## src/rtl/recip_nr_seq.sv

```systemverilog
// ---------------------------------------------------------------------------
// recip_nr_seq
//   Sequenced Newton-Raphson reciprocal of an unsigned Q8.24 operand.
//   Result Y ~= 2^48 / X in Q8.24 (1.0 = 0x0100_0000). One 32x32 multiplier
//   is shared by the seed evaluation and every iteration step.
//
// Parameters
//   ITERS : Newton-Raphson iterations (1..4), two multiply cycles each
//   W     : operand/result width, fixed at 32 (Q8.24)
//
// Ports
//   clk        rising-edge clock
//   rst_n      asynchronous active-low reset
//   in_valid   operand valid
//   in_ready   block is idle and can accept an operand
//   in_x       operand X, Q8.24 unsigned
//   out_valid  result valid, held until out_ready
//   out_ready  consumer accepts result
//   out_y      result Y, Q8.24 unsigned
//   out_sat    (RECIP_SAT_FLAG_EN only) result saturated, valid with out_valid
//
// Build option
//   RECIP_SAT_FLAG_EN : adds the out_sat port.
// ---------------------------------------------------------------------------
module recip_nr_seq #(
  parameter int ITERS = 3,
  parameter int W     = 32
) (
  input  logic         clk,
  input  logic         rst_n,
  input  logic         in_valid,
  output logic         in_ready,
  input  logic [W-1:0] in_x,
  output logic         out_valid,
  input  logic         out_ready,
  output logic [W-1:0] out_y
`ifdef RECIP_SAT_FLAG_EN
  ,
  output logic         out_sat
`endif
);

  localparam logic [2:0] IDLE   = 3'd0;
  localparam logic [2:0] NORM   = 3'd1;
  localparam logic [2:0] MUL_A  = 3'd2;
  localparam logic [2:0] MUL_B  = 3'd3;
  localparam logic [2:0] DENORM = 3'd4;
  localparam logic [2:0] DONE   = 3'd5;

  // Linear seed y0 = 48/17 - 32/17*m, both constants in Q2.30.
  localparam logic [W-1:0] Y0_ICPT  = 32'hB4B4_B4B4;
  localparam logic [W-1:0] Y0_SLOPE = 32'h7878_7878;
  localparam logic [W-1:0] TWO_Q30  = 32'h8000_0000;
  localparam logic [W-1:0] SAT_LIM  = 32'h0001_0000;
  localparam logic [W-1:0] ALL_ONES = 32'hFFFF_FFFF;
  localparam logic [2:0]   LAST_IT  = 3'(ITERS - 1);

  logic [2:0]     state;
  logic [2:0]     it_cnt;
  logic [W-1:0]   x_q;
  logic [W-1:0]   m_q;
  logic [W-1:0]   y_q;
  logic [W-1:0]   e_q;
  logic [4:0]     p_q;
  logic           sat_q;

  logic [4:0]     p_n;
  logic [W-1:0]   m_norm;
  logic [W-1:0]   mul_a;
  logic [W-1:0]   mul_b;
  logic [2*W-1:0] prod;
  logic [W:0]     dn;

  // Position of the most significant set bit; zero input gives 0, but that
  // case is always routed through the saturation path.
  function automatic logic [4:0] lead_one(input logic [W-1:0] v);
    logic [4:0] r;
    r = 5'd0;
    for (int i = 0; i < W; i++) begin
      if (v[i]) r = 5'(i);
    end
    return r;
  endfunction

  // Scale the Q2.30 reciprocal of m back to Q8.24: out = y * 2^(17-p).
  // Returns {overflow, value}; overflow saturates to all ones.
  function automatic logic [W:0] denorm(input logic [W-1:0] y,
                                        input logic [4:0]   p);
    logic [2*W-1:0] wide;
    logic [4:0]     sh;
    logic [W:0]     r;
    wide = '0;
    sh   = 5'd0;
    r    = '0;
    if (p < 5'd17) begin
      sh   = 5'd17 - p;
      wide = {{W{1'b0}}, y} << sh;
      if (wide[2*W-1:W] != '0) r = {1'b1, ALL_ONES};
      else                     r = {1'b0, wide[W-1:0]};
    end else begin
      sh = p - 5'd17;
      r  = {1'b0, y >> sh};
    end
    return r;
  endfunction

  assign in_ready = rst_n && (state == IDLE);

  assign p_n    = lead_one(x_q);
  assign m_norm = x_q << (5'd31 - p_n);
  assign dn     = denorm(y_q, p_q);

  // Shared multiplier operand select.
  always_comb begin
    mul_a = '0;
    mul_b = '0;
    case (state)
      NORM:    begin mul_a = m_norm; mul_b = Y0_SLOPE; end
      MUL_A:   begin mul_a = m_q;    mul_b = y_q;      end
      MUL_B:   begin mul_a = y_q;    mul_b = e_q;      end
      default: begin mul_a = '0;     mul_b = '0;       end
    endcase
  end

  assign prod = {{W{1'b0}}, mul_a} * {{W{1'b0}}, mul_b};

  always_ff @(posedge clk or negedge rst_n) begin
    if (!rst_n) begin
      state     <= IDLE;
      it_cnt    <= '0;
      x_q       <= '0;
      m_q       <= '0;
      y_q       <= '0;
      e_q       <= '0;
      p_q       <= '0;
      sat_q     <= 1'b0;
      out_y     <= '0;
      out_valid <= 1'b0;
`ifdef RECIP_SAT_FLAG_EN
      out_sat   <= 1'b0;
`endif
    end else begin
      case (state)
        // Stage: operand capture
        IDLE: begin
          if (in_valid) begin
            x_q   <= in_x;
            state <= NORM;
          end
        end
        // Stage: normalise to m in [0.5,1) and form the linear seed
        NORM: begin
          p_q    <= p_n;
          m_q    <= m_norm;
          y_q    <= Y0_ICPT - W'(prod >> 32);
          it_cnt <= '0;
          sat_q  <= (x_q <= SAT_LIM);
          state  <= (x_q <= SAT_LIM) ? DENORM : MUL_A;
        end
        // Stage: error term e = 2 - m*y (Q2.30)
        MUL_A: begin
          e_q   <= TWO_Q30 - W'(prod >> 32);
          state <= MUL_B;
        end
        // Stage: refined estimate y = y*e (Q2.30)
        MUL_B: begin
          y_q    <= W'(prod >> 30);
          it_cnt <= it_cnt + 3'd1;
          state  <= (it_cnt == LAST_IT) ? DENORM : MUL_A;
        end
        // Stage: rescale to Q8.24 with saturation
        DENORM: begin
          out_y     <= sat_q ? ALL_ONES : dn[W-1:0];
          out_valid <= 1'b1;
`ifdef RECIP_SAT_FLAG_EN
          out_sat   <= sat_q | dn[W];
`endif
          state     <= DONE;
        end
        // Stage: hold result until the consumer takes it
        DONE: begin
          if (out_ready) begin
            out_valid <= 1'b0;
            state     <= IDLE;
          end
        end
        default: state <= IDLE;
      endcase
    end
  end

endmodule

```

## config.mk

```make
export PLATFORM = sky130hd
export DESIGN_NAME = recip_nr_seq
export DESIGN_NICKNAME = d
export VERILOG_FILES = /design/src/rtl/recip_nr_seq.sv
export SDC_FILE = /design/constraint.sdc
export NUM_CORES = 2
export LEC_CHECK = 0
export BUFFER_PORTS_ARGS = -buffer_cell sky130_fd_sc_hd__buf_2
export CAP_MARGIN = 40
export CORE_ASPECT_RATIO = 1.5
export CORE_MARGIN = 8
export CORE_UTILIZATION = 45
export DETAILED_ROUTE_END_ITERATION = 10
export PLACE_DENSITY_LB_ADDON = 0.08
export SETUP_SLACK_MARGIN = 0.02
export SYNTH_ARGS = -nofsm -noshare
export SYNTH_HDL_FRONTEND = slang
export SYNTH_SLANG_ARGS = --single-unit
```

## constraint.sdc

```tcl
create_clock -name clk -period 12.45 [get_ports clk]
set_clock_uncertainty 0.05 [all_clocks]
set_input_delay 2.49 -clock clk [delete_from_list [all_inputs] [get_ports clk]]
set_output_delay 2.49 -clock clk [all_outputs]
set_load 0.01 [all_outputs]
```

==> flow_summary.json <==
{
  "grt_pass1_vias": 44100,
  "drt_iter0_markers": 3375,
  "num_io_pins": 70,
  "layout-drive-gt1-share_pct": 14.2,
  "cts_tree": "built",
  "max_cap_viol_count": 0,
  "synth_compound_area_share_pct": 11.9,
  "yosysUniqueCellTypes": 100,
  "worstMarginPinSlew_ns": 0.999,
  "end_kind": "flop",
  "criticalPathCategory": "flop to flop",
  "dieArea_um2": 115000,
  "max_stage_delay_ns": 0.59,
  "numCtsBuffers": 17,
  "min_path_type": "flop to flop",
  "synth_mux_area_share_pct": 4.59,
  "diodes": 0,
  "chipHeight_um": 411,
  "finalCritPeriodShare_pct": 97.4,
  "worstHoldPathCells": 2,
  "synthCells": 5590,
  "crit_buf_inv": 10,
  "fp.dieW_um": 279,
  "fin_crit_ns": 12.13,
  "critPathTopFamily": "adder cells",
  "clk_path_buf_depth": 2,
  "ys_seq_area_share_pct": 9.24,
  "io_buffers": 69,
  "drtPass1Iterations": 6,
  "outcome": "finished clean",
  "final.fill_count": 10400,
  "crit_cells": 44,
  "worstSkewPairLatency_ns": 0.51,
  "clk_pin_slew_ns": 0.08,
  "critical_path_required_ns": 12.81,
  "clock.fmax_ghz": 0.0825,
  "synth_seq_cells": 173,
  "ant_nets": 0,
  "register_area_um2": 4340,
  "rsz0062_at_grt": "true",
  "synthTopCellsByCount": "inv_1, fa_1, nand2_1",
  "synth_top_area_cell": "fa_1",
  "overflow": 0,
  "cts_hold_buf": 0,
  "maxSlewViolCount": 0,
  "start_util_pct": 45.1,
  "synth_top_family_by_area": "adder cells",
  "num_vias": 42200,
  "crit_top_cell": "fa_1",
  "ys.warnings.count": 0,
  "synth_area_leaders": "fa_1, dfrtp_1, inv_1",
  "antenna_found_initial": 7,
  "synth_area_per_cell_um2": 8.38,
  "synthSimpleGateAreaFrac_pct": 17.0,
  "hold_violations": 0,
  "grt_max_degree": 97,
  "grt_pass1_wl_mm": 288,
  "cts_sinks": 173,
  "track_usage_pct": 34.1,
  "reg2regPathDepth": 44,
  "ys_async_sr_fraction_pct": 100,
  "via_per_inst": 5.81,
  "synth_ff_type": "dfrtp_1",
  "worstSetupStartpointType": "flop",
  "slowest_stage": "fa_1",
  "multi_input_area_um2": 38300,
  "place.gp.congestion": 1.01,
  "hpwl_mm": 161,
  "cts_max_level": 4,
  "fin_util_pct": 51.2,
  "setup_viol_count_final": 0,
  "synth.most_common_cell": "inv_1",
  "synth_adder_area_share_pct": 45.3,
  "path_max_fanout": 20,
  "drc": 0,
  "syn-cell-area_um2": 46900,
  "clock-root-buffer": "clkbuf_16",
  "fp-row-count": 145,
  "crit_start": "x_q[2]$_DFFE_PN0P_",
  "core_area_um2": 104000,
  "syn_nets": 6786,
  "worstReg2RegStart": "x_q[2]$_DFFE_PN0P_",
  "synth_edf_count": 0,
  "final_nets": 7053,
  "worstHoldStart": "m_q[26]$_DFFE_PN0P_",
  "arrival_ns": 12.49,
  "finalWirelength_mm": 196,
  "synth.top_cell.area_share_pct": 38.2,
  "synth-xor-area-share_pct": 1.74,
  "slew_headroom_pct": 32.7,
  "area_delta_synth_final_pct": 13.5,
  "detail_route.wl_per_cell_um": 27.0
}
[cells in the final DEF, fill, tap and decap left out, drive strengths merged, types with 22 or more instances in the layout]
cell type / count
buf: 565
xnor2: 68
nor2b: 25
fa: 895
a21oi: 211
or2: 22
mux2: 60
mux2i: 109
a211oi: 29
a21o: 58
nor2: 648
nand4: 31
nand2b: 39
nor3: 67
dfrtp: 173
and3: 24
o221ai: 23
o211ai: 52
nand2: 801
and2: 78
o21ai: 286
inv: 934
nand3: 45
xor2: 25
o22ai: 24
ha: 265
[worst reg2reg max path: cells and delay by family, from the launching register on]
family          cells  cell delay (ns)
simple gates       10             1.78
compound gates     13             3.19
fa+ha+maj           9             4.38
flops               1             0.39
buf+inv            10             1.31
mux                 2             0.93
[cell families after synthesis]
group,Yosys count
buffers and inverters,1248
multiplexers,186
AO/OA/AOI/OAI,876
adder cells (fa/ha/maj),1160
flip-flops,173
XOR/XNOR,93
AND/OR/NAND/NOR,1854
[final timing paths]
kind,end,slack [ns]
setup reg to reg,y_q[26]$_DFFE_PN0P_,0.32
hold reg to reg,m_q[26]$_DFFE_PN0P_,0.43
min in group asynchronous,x_q[1]$_DFFE_PN0P_,2.01
hold / removal,m_q[26]$_DFFE_PN0P_,0.43
max in group asynchronous,m_q[0]$_DFFE_PN0P_,8.98
setup / recovery,y_q[26]$_DFFE_PN0P_,0.32
[state kept, by name (all words and copies together), names as in the netlist]
| signal | count |
|---|---|
| sat_q | 1 |
| m_q | 32 |
| out_valid | 1 |
| it_cnt | 3 |
| e_q | 32 |
| y_q | 32 |
| p_q | 5 |
| out_y | 32 |
| state | 3 |
| x_q | 32 |
[final cells by class]
| cell class | count | area share [%] |
|---|---|---|
| multi-input combinational | 4170 | 72.1 |
| clock inverter | 15 | 0.395 |
| sequential | 173 | 8.16 |
| inverter | 927 | 6.55 |
| clock buffer | 17 | 0.800 |
| timing repair buffer | 568 | 8.74 |
| tap | 1396 | 3.29 |
[repair_timing]
action | CTS | global route
setup buffers | 0 | 12
pin swaps | 1 | 33
gates cloned | 0 | 2
gates resized for setup | 13 | 79
setup endpoints to repair | 33 | 41
hold endpoints to repair | 0 | 0
[stage by stage]
step | cells | hold slack (ns) | setup slack, ns | area, um^2 | setup TNS (ns)
after floorplan | 5590 | 0.392 | 0.964 | 46900 | 0
after global placement | 7200 | 0.406 | -0.387 | 51700 | -3.82
after detailed placement | 7218 | 0.410 | -0.507 | 51900 | -7.12
after CTS | 7250 | 0.430 | 0.0642 | 52600 | 0
after global routing | 7266 | 0.443 | -0.0857 | 53200 | -0.923
final | 7266 | 0.428 | 0.324 | 53200 | 0
[routing by layer]
| layer | vias to the layer above | wire length (um) | global-route usage (%) |
|---|---|---|---|
| met4 | 6 | 17300 | 23.5 |
| met1 | 21700 | 71300 | 39.2 |
| li1 | 18200 | - | - |
| met2 | 1696 | 95900 | 58.5 |
| met3 | 605 | 11400 | 4.97 |
| met5 | - | 42 | 0 |
Power is left out: the tool's default activity adds up to more than one toggle a clock period on the data nets, which glitch-free logic cannot reach.
